`src/rtl/dmem_arb_pkg.sv`:
```
// Shared types for the data-memory arbiter.
// Holds the FSM state encoding and the default debug burst limit.
package dmem_arb_pkg;

  localparam int DBG_BURST_MAX_DEF = 4;
  localparam int BURST_W = 4;

  typedef enum logic [2:0] {
    IDLE     = 3'd0,
    GNT_CPU  = 3'd1,
    GNT_DBG  = 3'd2,
    RESP_CPU = 3'd3,
    RESP_DBG = 3'd4
  } state_t;

  // Debug normally wins a tie; cpu_first hands the
  // slot to the CPU once the debug burst is used up.
  function automatic state_t arb_pick(
    input logic cpu,
    input logic dbg,
    input logic cpu_first
  );
    state_t s;
    s = IDLE;
    if (dbg && !(cpu && cpu_first)) begin
      s = GNT_DBG;
    end else if (cpu) begin
      s = GNT_CPU;
    end
    return s;
  endfunction

endpackage

```
`src/rtl/dmem_arbiter.sv`:
```
// Two-requester (CPU, debug) arbiter for a single-port data memory.
// Ports: SYS_clk/SYS_reset; cpu_* and dbg_* request/response; mem_* drive.
module dmem_arbiter
  import dmem_arb_pkg::*;
#(
  parameter int DATA_W        = 32,
  parameter int ADDR_W        = 32,
  parameter int DBG_BURST_MAX = DBG_BURST_MAX_DEF
) (
  input  logic              SYS_clk,
  input  logic              SYS_reset,
  input  logic              cpu_req,
  input  logic              cpu_we,
  input  logic [ADDR_W-1:0] cpu_addr,
  input  logic [DATA_W-1:0] cpu_wdata,
  output logic              cpu_stall,
  output logic              cpu_valid,
  output logic [DATA_W-1:0] cpu_rdata,
  input  logic              dbg_req,
  input  logic              dbg_we,
  input  logic [ADDR_W-1:0] dbg_addr,
  input  logic [DATA_W-1:0] dbg_wdata,
  output logic              dbg_ack,
  output logic [DATA_W-1:0] dbg_rdata,
  output logic [ADDR_W-1:0] mem_addr,
  output logic [DATA_W-1:0] mem_wdata,
  output logic              mem_we,
  input  logic [DATA_W-1:0] mem_rdata,
  input  logic              mem_fault
);

  localparam logic [BURST_W-1:0] BMAX =
    BURST_W'(DBG_BURST_MAX);

  state_t             state;
  state_t             state_nx;
  logic [BURST_W-1:0] burst_cnt;
  logic [BURST_W-1:0] burst_nx;
  logic [ADDR_W-1:0]  addr_q;
  logic [DATA_W-1:0]  wdata_q;
  logic               rsp_we;
  logic               issue_we;
  logic               in_gnt;
  logic               cpu_turn;
  logic               in_rcpu;
  logic               in_rdbg;

  assign cpu_turn = (burst_cnt == BMAX);
  assign in_gnt   = (state == GNT_CPU) ||
                    (state == GNT_DBG);
  assign in_rcpu  = (state == RESP_CPU);
  assign in_rdbg  = (state == RESP_DBG);

  always_ff @(posedge SYS_clk) begin
    if (SYS_reset) begin
      state     <= IDLE;
      burst_cnt <= '0;
      addr_q    <= '0;
      wdata_q   <= '0;
      rsp_we    <= 1'b0;
    end else begin
      state     <= state_nx;
      burst_cnt <= burst_nx;
      if (in_gnt) begin
        addr_q  <= mem_addr;
        wdata_q <= mem_wdata;
        rsp_we  <= issue_we;
      end
    end
  end

  always_comb begin
    state_nx = state;
    unique case (state)
      IDLE, RESP_CPU, RESP_DBG:
        state_nx = arb_pick(cpu_req, dbg_req,
                            cpu_turn);
      GNT_CPU: state_nx = RESP_CPU;
      GNT_DBG: state_nx = RESP_DBG;
      default: state_nx = IDLE;
    endcase
  end

  // Counts debug grants taken while the CPU waits.
  always_comb begin
    burst_nx = burst_cnt;
    if (!cpu_req) begin
      burst_nx = '0;
    end else if (state_nx == GNT_CPU) begin
      burst_nx = '0;
    end else if (state_nx == GNT_DBG &&
                 burst_cnt != BMAX) begin
      burst_nx = burst_cnt + 1'b1;
    end
  end

  // Outside a grant the port keeps the last
  // granted address/data; only the strobe drops.
  always_comb begin
    mem_addr  = addr_q;
    mem_wdata = wdata_q;
    mem_we    = 1'b0;
    issue_we  = 1'b0;
    case (state)
      GNT_CPU: begin
        mem_addr  = cpu_addr;
        mem_wdata = cpu_wdata;
        issue_we  = cpu_we;
        mem_we    = cpu_we && !mem_fault;
      end
      GNT_DBG: begin
        mem_addr  = dbg_addr;
        mem_wdata = dbg_wdata;
        issue_we  = dbg_we;
        mem_we    = dbg_we;
      end
      default: begin
        mem_we = 1'b0;
      end
    endcase
  end

  // Reset in a response cycle abandons the access,
  // so the completion strobes are masked by it.
  assign cpu_valid = in_rcpu && !SYS_reset;
  assign dbg_ack   = in_rdbg && !SYS_reset;

  assign cpu_rdata = (in_rcpu && !rsp_we) ?
                     mem_rdata : '0;
  assign dbg_rdata = (in_rdbg && !rsp_we) ?
                     mem_rdata : '0;

  assign cpu_stall = cpu_req && !cpu_valid;

endmodule

```
`config.mk`:
```
export PLATFORM = sky130hd
export DESIGN_NAME = dmem_arbiter
export DESIGN_NICKNAME = d
export VERILOG_FILES = /design/src/rtl/dmem_arb_pkg.sv /design/src/rtl/dmem_arbiter.sv
export SDC_FILE = /design/constraint.sdc
export NUM_CORES = 1
export LEC_CHECK = 0
export CAP_MARGIN = 0
export CORE_AREA = 5 5 113 115
export CTS_CLUSTER_DIAMETER = 120
export DETAILED_ROUTE_END_ITERATION = 7
export DIE_AREA = 0 0 118 120
export DONT_BUFFER_PORTS = 1
export PLACE_DENSITY_LB_ADDON = 0.15
export SYNTH_ARGS = -nofsm -noshare
export SYNTH_HDL_FRONTEND = slang
export SYNTH_SLANG_ARGS = --single-unit
```
`constraint.sdc`:
```
create_clock -name SYS_clk -period 2.8 [get_ports SYS_clk]
set_clock_uncertainty 0.1 [all_clocks]
set_input_delay 0.56 -clock SYS_clk [delete_from_list [all_inputs] [get_ports SYS_clk]]
set_output_delay 0.56 -clock SYS_clk [all_outputs]
set_load 0.01 [all_outputs]
```
; Yosys cells after proc, flatten, opt, wreduce, memory -nomap -nowiden
; Cells that the tools add are included.
[classes]
n_shift = 0
magnitude_cmp = 0
reduce_logical = 18
mul = 0
n_eq_ne = 8
n_mux = 9
n_div = 0
n_bitwise = 1
add_sub_neg = 1
[ops]
columns = cell, n
row1 = case mux 32 bit (2 select lines), 2
row2 = two-way mux 32 bit, 2
row3 = "equality test 3 x 2 -> 1 bit, second input constant", 3
row4 = logical AND 1 bit, 9
row5 = case mux 3 bit (3 select lines), 1
row6 = "equality test 3 x 1 -> 1 bit, second input constant", 2
row7 = OR reduction 3 bit, 2
row8 = logical NOT 1 bit, 5
row9 = "adder 4 x 1 -> 4 bit, second input constant", 1
row10 = "equality test 4 x 3 -> 1 bit, second input constant", 1
row11 = "!= test 4 x 3 -> 1 bit, second input constant", 1
row12 = case mux 1 bit (2 select lines), 2
row13 = "equality test 3 bit, second input constant", 1
row14 = logical NOT 3 bit, 1
row15 = two-way mux 2 bit, 1
row16 = logical OR 1 bit, 1
row17 = two-way mux 1 bit, 1
row18 = NOT 1 bit, 1
[totals]
input_bits = 167
reg_bits = 72
latch_bits = 0
romBits = 0
mem_bits_rw = 0
mem_count = 0

; Logic depth before layout (Yosys ltp)
[depth]
ltp_word = 8
ltp_mapped = 6

; Worst setup path after synthesis
; OpenSTA, ideal clock, no wires.
[synth_path]
path_type = register -> output
from = reg state[1]
to = out mem_addr[3]
path_buffers = 3
path_slack_ps = 850
arrival_ps = 1290
stages_incl_launch_ff = 7
cell_sequence = dfxtp_1 buf_4 xor2_2 buf_4 buf_2 a21oi_1 a21oi_1
[synth_between]
elab_chain_len = 2
elab_cells_between_ends = 3
cone_classes = eq/ne (2) / mux (1)
[synth_rtl]
columns = item, line
row1 = start: declaration, dmem_arbiter.sv:35  ; state_t state;
row2 = start signal: assignment, dmem_arbiter.sv:62  ; state <= state_nx;
row3 = equality test 3 x 2 -> 1 bit / equality test 3 x 1 -> 1 bit (equally long branches), dmem_arbiter.sv:104  ; case (state)
row4 = case mux 32 bit (2 select lines) (*), dmem_arbiter.sv:104
row5 = end: declaration, dmem_arbiter.sv:25  ; output logic [ADDR_W-1:0] mem_addr,
; Mark *: on every way between the ends. The rest lies on a longest branch, timed or not.

; Worst setup path after layout
[layout_path]
from = reg state[0]
to = out mem_wdata[14]
[layout_between]
elab_chain_len = 2
elab_cells_between_ends = 3
cone_classes = eq/ne (2) / mux (1)
[layout_rtl]
columns = item, line
row1 = equality test 3 x 2 -> 1 bit / equality test 3 x 1 -> 1 bit (equally long branches), dmem_arbiter.sv:104
row2 = case mux 32 bit (2 select lines) (*), dmem_arbiter.sv:104
row3 = end: declaration, dmem_arbiter.sv:26  ; output logic [DATA_W-1:0] mem_wdata,
; Marked as above.

==> impl_results.md <==
- Status: finished clean
- Initial antenna violation count: 0
- Layout cells sized above 1: 13.1%
- Hold WS: 209 ps
- Initial Utilization: 35.2%
- Per-cell routed wire length: 22.2 um
- Core Region: 11700 um^2
- Power Total: 4170 uW
- WP data arrival: 1950 ps
- Worst R2R Setup Slack: 1060 ps
- Largest net degree at the start of global routing: 76
- F_max: 383 MHz
- Number of global-route vias before repair: 3645
- Die Ht: 120 um
- Syn_area_per_cell: 8.12 um^2
- Setup TNS: 0 ps
- Reg area: 1440 um^2
- Hold Buf Count CTS: 0
- Post-route ant nets: 0
- First DRT Iteration DRCs: 148
- Hold Path Class: in -> reg
- Hpwl dp: 10600 um
- Worst-Margin Slew: 550 ps
- Die Wd: 118 um
- Synthesized cell area: 4120 um^2
- WS Path Type: reg -> out
- Critical Path, Cell by Cell: nand2b_2 -> buf_4 -> o22ai_1 -> a21oi_1
- Critical Path Sink Type: output port
- WL met1: 5310 um
- Unrepaired setup endpoints after global routing: no
- CTS buffer count: 9
- Max Slew Vio Count: 0
- Register area share after synthesis: 35.0%
- Met2 wire len: 7380 um
- Final Setup Violations: 0
- IO Pins: 299
- VDD IR max: 0.394 mV
- Port buffer count: 0
- Area of the multi-input gates: 2400 um^2
- First-pass GRT wire length: 20800 um
- Final period util: 93.3%
- Yosys warns: 0
- Nets: 646
- Pwr Density: 913 nW/um^2
- CTS tree: yes
- Most common cell after layout, fill and taps aside: a21oi_1
- Crit start category: flop
- TritonCTS Sinks: 72
- Leak Pwr: 0.00154 uW
- Vias: 3879
- DRT Pass-1 Iters: 4
- Routed length on met3: 1070 um
- Critical path buffers and inverters: 1
- Total GRT Usage: 18.4%
- CP top delay family: compound AO/OA/AOI/OAI gates
- Crit path max-delay cell type: dfxtp_2
- Fin crit period: 2610 ps
- Max H-tree Level: 3
- Routed vias/inst: 6.15
- FILL cells: 1195
- Fin. Hold Viols: 0
- Highest routed layer: met4
- Clock Latency Late Sink: 320 ps
- Number of placement rows: 40
- Post-synth cell types: 38
- Max-slew headroom: 63.3%
- Post-synthesis register bit count: 72
- Longest Clk Path Bufs: 2
- Total die area: 14200 um^2
- Clock root buffer: clkbuf_16
- Critical path required time: 2140 ps
- Max stage delay on crit path: 490 ps
- Worst-path maximum fanout: 35
- GR Overflow Total: 0
- Most frequent cells in the layout: a21oi_1, dfxtp_1, o22ai_1, and2_1, a211oi_1
- GPL Wtd Cong: 0.895
- Final wirelength: 14000 um
- DRC: 0
- Max_cap viols: 0
- Syn Inst Count: 507
- Layout overhead on the synthesized area: 10.8%
- Worst-path clk slew: 60 ps
- Post-synth net total: 676
## Yosys cell counts (all sizes together)
cell / instances / area [um^2]
ha: 2 / 25.0
nor4: 1 / 6.26
o22ai: 65 / 407
nand3: 1 / 5.00
o211ai: 3 / 22.5
xor2: 1 / 16.3
a21oi: 129 / 646
or3: 1 / 6.26
nor2b: 3 / 18.8
nand2b: 4 / 25.0
dfxtp: 72 / 1440
and3b: 1 / 8.76
nor3b: 2 / 15.0
buf: 27 / 153
clkbuf: 32 / 120
o21a: 1 / 7.51
nand2: 3 / 11.3
a32oi: 1 / 8.76
nand4: 4 / 25.0
inv: 5 / 18.8
o21ai: 3 / 15.0
or2: 1 / 6.26
and2: 65 / 407
nand4b: 1 / 8.76
nor3: 2 / 15.0
o2111ai: 1 / 8.76
a311o: 1 / 10.0
o31ai: 1 / 7.51
or3b: 1 / 8.76
nor2: 4 / 15.0
nand3b: 2 / 15.0
nor4b: 1 / 8.76
a211oi: 66 / 606
## final cells by class
cell class / count / area share, %
repair buffers: 18 / 3.51
diodes: 2 / 0.110
flip-flops and latches: 72 / 31.6
clock inverters: 5 / 2.28
clock buffers: 11 / 5.32
inverters: 5 / 0.521
well taps: 147 / 4.03
multi-input cells: 371 / 52.6
## power breakdown
part | total [uW] | internal [uW] | leakage (uW) | switching, uW
clock network | 1320 | 895 | 0.000170 | 427
registers | 1320 | 1250 | 0.000595 | 75.8
logic | 1530 | 491 | 0.000778 | 1030
## state kept, by name, summed over array words and instances, names as in the netlist
register   cells
state          3
burst_cnt      4
rsp_we         1
wdata_q       32
addr_q        32
## per-stage QoR
step	instance area, um^2	cells	util [%]	setup WS, ps
6_report	4560	631	39.0	187
5_1_grt	4560	629	38.9	4.17
4_1_cts	4560	629	38.9	1.49
3_5_place_dp	4210	613	36.0	310
3_3_place_gp	4210	613	36.0	421
2_1_floorplan	4120	507	-	850
## cell families after synthesis
logic type | after synthesis | share of synthesized area (%)
AO/OA/AOI/OAI | 271 | 42.2
AND/OR/NAND/NOR | 97 | 14.7
flip-flops | 72 | 35.0
buffers and inverters | 64 | 7.08
adder cells (fa/ha/maj) | 2 | 0.608
XOR/XNOR | 1 | 0.395
## routing by layer
layer | vias up | global-route usage (%)
met3 | 16 | 5.84
met2 | 187 | 32.6
li1 | 1870 | -
met1 | 1806 | 20.5
met5 | - | 0
met4 | 0 | 6.59
## final timing paths
check,startpoint,to,cells past startpoint
setup / recovery,state[0],mem_wdata[14],4
setup reg to reg,state[0],wdata_q[14],4
hold reg to reg,burst_cnt[1],burst_cnt[1],2
hold / removal,SYS_reset,addr_q[13],1
## worst reg2reg max path: stages, from the launching register on
cell and delay (ps):
dfxtp_2 490, nand2b_2 260, buf_4 360, o22ai_1 190, a211oi_1 260
## timing repair
item                                    CTS  global route
gates cloned                              0             0
endpoints found under the hold margin     0             0
endpoints found under the setup margin    2            42
resized for setup                         1             1
pin swaps                                 0             0
setup buffers                             0             0
Note: power is estimated with default switching activity, not from simulation.
